===== src/rtl/i2c_master_writer.sv =====
// ============================================================================
//  Module   : i2c_master_writer
//  Purpose  : I2C master write engine (START, addr+W, N data bytes, STOP)
//             with ACK sampling and abort on NACK; open-drain oe outputs.
//  Revision : 1.0  initial release
// ============================================================================
`default_nettype none

module i2c_master_writer #(
   parameter int DIV   = 250,
   parameter int LEN_W = 4
) (
   input  logic             clk,
   input  logic             reset,
   input  logic             i_start,
   input  logic [6:0]       i_addr,
   input  logic [LEN_W-1:0] i_len,
   input  logic [7:0]       i_wr_data,
   output logic             o_data_req,
   input  logic             i_sda_in,
   output logic             o_scl_oe,
   output logic             o_sda_oe,
   output logic             o_busy,
   output logic             o_done,
   output logic             o_nack
);

   localparam int QW = $clog2(DIV);
   localparam logic [QW-1:0] c_QLAST = QW'(DIV - 1);

   typedef enum logic [2:0] {
      S_IDLE  = 3'd0,
      S_START = 3'd1,
      S_BIT   = 3'd2,
      S_ACK   = 3'd3,
      S_STOP  = 3'd4
   } state_t;

   state_t            r_state,  w_state;
   logic [QW-1:0]     r_qcnt,   w_qcnt;
   logic [1:0]        r_qi,     w_qi;
   logic [2:0]        r_bitcnt, w_bitcnt;
   logic [7:0]        r_shift,  w_shift;
   logic [LEN_W-1:0]  r_remain, w_remain;
   logic              r_ack,    w_ack;
   logic              w_nack, w_busy, w_req, w_done, w_scl, w_sda;
   logic              w_tick;

   assign w_tick = (r_state != S_IDLE) && (r_qcnt == c_QLAST);

   // Line levels for a given state/quarter; returns {scl_oe, sda_oe}.
   function automatic logic [1:0] f_lines(input state_t st, input logic [1:0] q, input logic b);
      logic [1:0] v;
      v = 2'b00;
      case (st)
         S_START: v = (q == 2'd0) ? 2'b00 : (q == 2'd3) ? 2'b11 : 2'b01;
         S_BIT:   v = {(q == 2'd0) || (q == 2'd3), ~b};
         S_ACK:   v = {(q == 2'd0) || (q == 2'd3), 1'b0};
         S_STOP:  v = (q == 2'd0) ? 2'b11 : (q == 2'd1) ? 2'b01 : 2'b00;
         default: v = 2'b00;
      endcase
      return v;
   endfunction

   always_comb begin
      w_state  = r_state;
      w_qcnt   = r_qcnt;
      w_qi     = r_qi;
      w_bitcnt = r_bitcnt;
      w_shift  = r_shift;
      w_remain = r_remain;
      w_ack    = r_ack;
      w_nack   = o_nack;
      w_busy   = o_busy;
      w_req    = 1'b0;
      w_done   = 1'b0;
      // The data byte arrives in the data_req cycle, first cycle of BIT q0.
      if (o_data_req) w_shift = i_wr_data;
      if (r_state == S_IDLE) begin
         w_qcnt = '0;
         w_qi   = 2'd0;
         if (i_start) begin
            w_state  = S_START;
            w_shift  = {i_addr, 1'b0};
            w_remain = i_len;
            w_nack   = 1'b0;
            w_busy   = 1'b1;
         end
      end else begin
         w_qcnt = w_tick ? '0 : r_qcnt + 1'b1;
         if (w_tick) begin
            w_qi = r_qi + 2'd1;
            case (r_state)
               S_START: if (r_qi == 2'd3) begin
                  w_state  = S_BIT;
                  w_bitcnt = 3'd0;
               end
               S_BIT: if (r_qi == 2'd3) begin
                  w_shift  = {r_shift[6:0], 1'b0};
                  w_bitcnt = r_bitcnt + 3'd1;
                  if (r_bitcnt == 3'd7) w_state = S_ACK;
               end
               S_ACK: begin
                  if (r_qi == 2'd1) w_ack = i_sda_in;
                  if (r_qi == 2'd3) begin
                     if (r_ack) begin
                        w_nack  = 1'b1;
                        w_state = S_STOP;
                     end else if (r_remain != '0) begin
                        w_req    = 1'b1;
                        w_remain = r_remain - 1'b1;
                        w_bitcnt = 3'd0;
                        w_state  = S_BIT;
                     end else begin
                        w_state = S_STOP;
                     end
                  end
               end
               S_STOP: if (r_qi == 2'd3) begin
                  w_state = S_IDLE;
                  w_busy  = 1'b0;
                  w_done  = 1'b1;
               end
               default: w_state = S_IDLE;
            endcase
         end
      end
      {w_scl, w_sda} = f_lines(w_state, w_qi, w_shift[7]);
      // SDA stays released until the fresh byte is loaded.
      if (w_req) w_sda = 1'b0;
   end

   always_ff @(posedge clk) begin
      if (reset) begin
         r_state    <= S_IDLE;
         r_qcnt     <= '0;
         r_qi       <= 2'd0;
         r_bitcnt   <= 3'd0;
         r_shift    <= 8'd0;
         r_remain   <= '0;
         r_ack      <= 1'b0;
         o_nack     <= 1'b0;
         o_busy     <= 1'b0;
         o_data_req <= 1'b0;
         o_done     <= 1'b0;
         o_scl_oe   <= 1'b0;
         o_sda_oe   <= 1'b0;
      end else begin
         r_state    <= w_state;
         r_qcnt     <= w_qcnt;
         r_qi       <= w_qi;
         r_bitcnt   <= w_bitcnt;
         r_shift    <= w_shift;
         r_remain   <= w_remain;
         r_ack      <= w_ack;
         o_nack     <= w_nack;
         o_busy     <= w_busy;
         o_data_req <= w_req;
         o_done     <= w_done;
         o_scl_oe   <= w_scl;
         o_sda_oe   <= w_sda;
      end
   end

endmodule

`default_nettype wire


===== config.mk =====
export PLATFORM = sky130hd
export DESIGN_NAME = i2c_master_writer
export DESIGN_NICKNAME = d
export VERILOG_FILES = /design/src/rtl/i2c_master_writer.sv
export SDC_FILE = /design/constraint.sdc
export NUM_CORES = 1
export LEC_CHECK = 0
export ABC_AREA = 0
export BUFFER_PORTS_ARGS = -buffer_cell sky130_fd_sc_hd__buf_2
export CORE_MARGIN = 8
export CORE_UTILIZATION = 40
export CTS_BUF_LIST = sky130_fd_sc_hd__clkbuf_4 sky130_fd_sc_hd__clkbuf_8
export DETAILED_ROUTE_END_ITERATION = 8
export GPL_TIMING_DRIVEN = 0
export PLACE_DENSITY = 0.65
export SYNTH_ARGS = -nofsm -noshare
export SYNTH_HDL_FRONTEND = slang
export SYNTH_SLANG_ARGS = --single-unit
export TNS_END_PERCENT = 1

===== constraint.sdc =====
create_clock -name clk -period 2.4 [get_ports clk]
set_clock_uncertainty 0.1 [all_clocks]
set_input_delay 0.72 -clock clk [delete_from_list [all_inputs] [get_ports clk]]
set_output_delay 0.72 -clock clk [all_outputs]
set_load 0.05 [all_outputs]

* Word level (Yosys, flattened, before mapping)
Index checks and enable logic that the tools add are counted.
** Operators by class
- Add/sub/neg operators :: 4
- Equality and inequality tests :: 21
- Muxes and demuxes :: 55
- Bitwise gates (word level) :: 4
- Reductions and logical operators :: 21
** Operator list (number)
- $mux 8 :: 6
- $mux 3 :: 15
- $mux 4 :: 7
- $mux 1 :: 19
- $eq 3x2->1 const B :: 4
- $ne 2x2->1 const B :: 6
- $pmux 3 s4 :: 1
- $reduce_bool 2->1 :: 6
- $mux 2 :: 5
- $eq 3x3->1 const B :: 3
- $pmux 3 s3 :: 1
- $add 8x1->8 const B :: 1
- $eq 8x8->1 const B :: 1
- $pmux 2 s4 :: 1
- $reduce_and 4->1 :: 2
- $reduce_and 8->1 :: 1
- $eq 3x1->1 const B :: 2
- $reduce_and 6->1 :: 1
- $reduce_bool 3->1 :: 2
- $reduce_and 5->1 :: 1
- $eq 2x1->1 const B :: 2
- $eq 2x2->1 const B :: 2
- $not 1->1 :: 4
- $reduce_bool 4->1 :: 1
- 11 further kinds :: 11
** Word-level totals
- Register bits after elaboration :: 35
- Input bits :: 23
- Logic and storage cells :: 118

* Depth between registers and ports, before layout
- Word-level depth :: 9
- Gate-level depth with buffers :: 10
- Gate-level depth less buffers :: 10

* Least setup slack after synthesis
OpenSTA, ideal clock, no wires.
- Path type :: reg-to-reg
- Start :: reg r_qi[0]
- End :: reg o_sda_oe
- Library setup time :: 0.088 ns
- Arrival time :: 2.077 ns
- Path slack :: 0.135 ns
- Cell stages (with the launch flop) :: 9
- Path buffers :: 1
- Clock period less this slack :: 2.265 ns
- Path through :: dfxtp_1 ha_1 clkbuf_1 inv_1 or3_4 o41a_4 and3b_1 o21ai_1 a311oi_2
** Between the ends
- Longest elaborated chain between the ends :: 7
- Elaborated cells on any way between the ends :: 31
- Classes of those cells :: 1 x add/sub; 6 x eq/ne; 21 x mux; 1 x bitwise; 2 x reduce/logical
** Ends and longest elaborated chain
- from (decl) :: RTL line 41 : logic [1:0] r_qi, w_qi;
- from (signal assigned) :: RTL line 151 : r_qi <= w_qi;
- $add 2x1->2 or $eq 2x2->1 (tied branches)
- $mux 2 (tied with other cells) :: RTL line 91 : if (w_tick) begin
- $mux 2 (tied with other cells) :: RTL line 79 : if (r_state == S_IDLE) begin
- $eq 2x1->1 (tied with other cells) :: RTL line 59 : S_STOP: v = (q == 2'd0) ? 2'b11 : (q == 2'd1) ? 2'b01 : 2'b00;
- $mux 1 (tied with other cells) :: RTL line 59
- $mux 2 (tied with other cells) :: RTL line 59
- $pmux 2 s4 :: RTL line 55 : case (st)
- to (signal assigned) :: RTL line 161 : o_sda_oe <= w_sda;
- to (decl) :: RTL line 22 : output logic o_sda_oe,
Parallel ways exist; a longest one is shown, timed or not.
A chain may end at the register's enable or synchronous reset.

* Final worst setup path
- Start :: reg r_qcnt[1]
- End :: reg o_sda_oe
** Between the ends
- Longest elaborated chain between the ends :: 8
- Elaborated cells on any way between the ends :: 22
- Classes of those cells :: 6 x eq/ne; 12 x mux; 1 x bitwise; 3 x reduce/logical
** Ends and longest elaborated chain
- from (decl) :: RTL line 40 : logic [QW-1:0] r_qcnt, w_qcnt;
- from (signal assigned) :: RTL line 150 : r_qcnt <= w_qcnt;
- $eq 8x8->1 * :: RTL line 49 : assign w_tick = (r_state != S_IDLE) && (r_qcnt == c_QLAST);
- $logic_and 1x1->1 * :: RTL line 49
- $mux 2 :: RTL line 91
- $mux 2 :: RTL line 79
- $eq 2x1->1 :: RTL line 59
- $mux 1 :: RTL line 59
- $mux 2 :: RTL line 59
- $pmux 2 s4 :: RTL line 55
Every way passes the cells marked *; elsewhere a longest branch is shown, timed or not.

==> reports/qor.yml <==
sta:
  fin_crit_ps: 2370
  fmax_mhz: 422
  slew_headroom: 0.576
  hold_viol_final: 0
  rsz0062_at_grt: "yes"
  hold-worst-slack_ps: 347
  period_share: 0.988
  drv_slew: 0
  setup-violations-final: 0
  worst_slew_pin_slew_ps: 620
die:
  start_util: 0.414
  die_area_sq_um: 7340
  die_w_um: 85.7
  io_pins: 29
  core_region_area_sq_um: 4690
  placementRows: 25
  die_y_um: 85.7
critical_path:
  crit_type: "reg -> reg"
  worstPathMaxFanout: 7
  r2r_cells: 8
  start_kind: "flip-flop"
  endpoint_kind: "flip-flop"
  worstPathArrival_ps: 2470
  cp.required_ps: 2500
power_and_ir_drop:
  combPwrFrac: 0.124
  swShare: 0.268
  power_leakage_nw: 0.926
  vdd_ir_drop_max_mv: 0.328
  p_seq_frac: 0.514
  internal_power_uw: 871
  total_power_mw: 1.19
  power_density_nw_per_um2: 525
  power_switching_uw: 319
  clkPwrFrac: 0.362
drt:
  via_per_inst: 5.38
  ant_nets: 0
  vias: 1739
  initialDrtViolationCount: 74
  wl_per_cell_um: 14.0
  drt-pass1-iter-count: 4
  drc_errors: 0
  wl_mm: 4.52
synth:
  ys_warn_count: 0
  synth-simple-area-share: 0.289
  synthMostInstantiatedCell: "nand2_1"
  yosys-top-cells-area: "dfxtp_1 (36%), nand2_1 (7.4%), ha_1 (6.4%)"
  yosys-top-cells-count: "nand2_1 (38), dfxtp_1 (35), nor2_1 (24)"
  synth.area.mux_share: 0.0464
  synth.top_cell.area_share: 0.361
  avgSynthCellArea_sq_um: 8.22
  synth_top_family_by_area: "simple AND/OR/NAND/NOR gates"
  synth_adder_area_share: 0.0645
  syn_area_sq_um: 1940
  synth_edf_count: 0
  ys_ff_latch: 35
  synth_flop_cell: "dfxtp_1"
  async_flop_share: 0
  yosysSeqAreaShare: 0.361
  synthesis.nets: 269
  synth_xor_area_frac: 0.0316
  synthCells: 236
  yosys.cell_types.count: 48
  synth_top_area_cell: "dfxtp_1"
  synth_compound_area_frac: 0.165
placed_design:
  gp_congestion: 0.818
  port_buffers: 27
  dp_hpwl_mm: 3.25
  place_area_sq_um: 2140
grt:
  grt_pass1_wl_mm: 7.91
  grtUsageTotal: 0.132
  antenna_found_initial: 0
  grt_max_degree: 12
  grt_pass1_vias: 1704
  overflow: 0
outcome:
  status: "finished clean"
clock_tree:
  h-tree-depth: 2
  clockBufferDepth: 2
  insertion_delay_ps: 290
  ctsRootBufferMaster: "clkbuf_8"
  postCtsHoldBufs: 0
  cts_sinks: 35
  postCtsSetupBuffers: 0
  cts_made_buffers: 5
  cts_tree: "done"
  path_clk_slew_ps: 80
worst_hold_path:
  min_path_type: "reg -> reg"
  whs_path_depth: 1
cells_and_area:
  num-nets-final: 301
  layout-drive-gt1-share: 0.227
  syn_to_final_growth_pct: 16.8
  utilization: 0.483
  antenna_cells: 0
  post-route-cell-area_sq_um: 2270
run:
  cap_violations: 0
-- state kept, by name, indices dropped and copies added (netlist names) --
| signal | cells |
|---|---|
| r_bitcnt | 3 |
| o_done | 1 |
| o_data_req | 1 |
| o_sda_oe | 1 |
| r_remain | 4 |
| r_ack | 1 |
| r_qi | 2 |
| r_qcnt | 8 |
| o_scl_oe | 1 |
| o_busy | 1 |
| o_nack | 1 |
| r_shift | 8 |
| r_state | 3 |
-- metal layers --
layer | up-vias | part of all wire | GRT usage
met3 | 7 | 0.044 | 0.0344
met2 | 31 | 0.44 | 0.204
li1 | 898 | - | -
met4 | 0 | 0.018 | 0.0573
met1 | 803 | 0.50 | 0.168
met5 | - | 0 | 0
-- timing repair --
action | in CTS | in global routing
endpoints found under the setup margin | 3 | 6
gates resized for setup | 4 | 7
gates cloned | 0 | 0
-- per-stage QoR --
stage / setup TNS, ps / setup slack, ps / instances
final: 0 / 29.3 / 323
after global routing: -169 / -87.0 / 323
after CTS: 0 / 10.0 / 323
after detailed placement: -268 / -158 / 317
after global placement: -370 / -194 / 317
after floorplan: 0 / 135 / 236
-- worst max-delay path, stage by stage, from the launching register on --
cell      delay (ps)
dfxtp_1          340
inv_1             60
ha_1             180
nand4b_4         170
or3_4            440
nor2_4           140
nor3_1            70
or4_4            570
a311oi_2         220
-- final cells by class --
class                   count  area, sq um
fillers                   479         2420
multi-input cells         180         1200
flip-flops and latches     35          702
repair buffers             27          135
clock buffers               6         76.3
well taps                  54         67.6
plain buffers              11         43.8
inverters                   8         30.0
clock inverters             2         12.5
-- path summary, 6_finish.rpt --
path / startpoint / end / slack [ps]
hold reg to reg: r_qcnt[0] / r_qcnt[0] / 350
setup reg to reg: r_qcnt[1] / o_sda_oe / 30
setup / recovery: r_qcnt[1] / o_sda_oe / 30
hold / removal: r_qcnt[0] / r_qcnt[0] / 350
-- layout by cell type, fill, tap and decap left out, types with 7 or more instances in the layout --
cell,Yosys,layout
o21ai_0,9,9
nand3_1,10,10
dfxtp_1,35,34
a21oi_1,17,17
buf_2,2,29
clkbuf_1,10,8
o211ai_1,7,7
nand2_1,38,38
nor2_1,24,22
inv_1,8,8
mux2i_1,9,9
ha_1,10,9
-- kinds of logic (layout without fill, tap and decap cells) --
logic type,after synthesis,count (layout)
muxes,9,9
xor gates and xnor gates,7,7
AOI/OAI and AO/OA,48,48
adders and majority gates,10,10
DFF,35,35
and+or+nand+nor,106,106
buffers and inverters,21,54
-- power groups by stage --
stage | Sequential (mW) | Clock [mW] | Combinational (mW)
2_1_floorplan | 0.626 | 0 | 0.0932
3_3_place_gp | 0.624 | 0 | 0.141
3_5_place_dp | 0.624 | 0 | 0.142
4_1_cts | 0.611 | 0.448 | 0.145
5_1_grt | 0.614 | 0.474 | 0.169
6_report | 0.612 | 0.431 | 0.148
(Power assumes the default switching activity.)
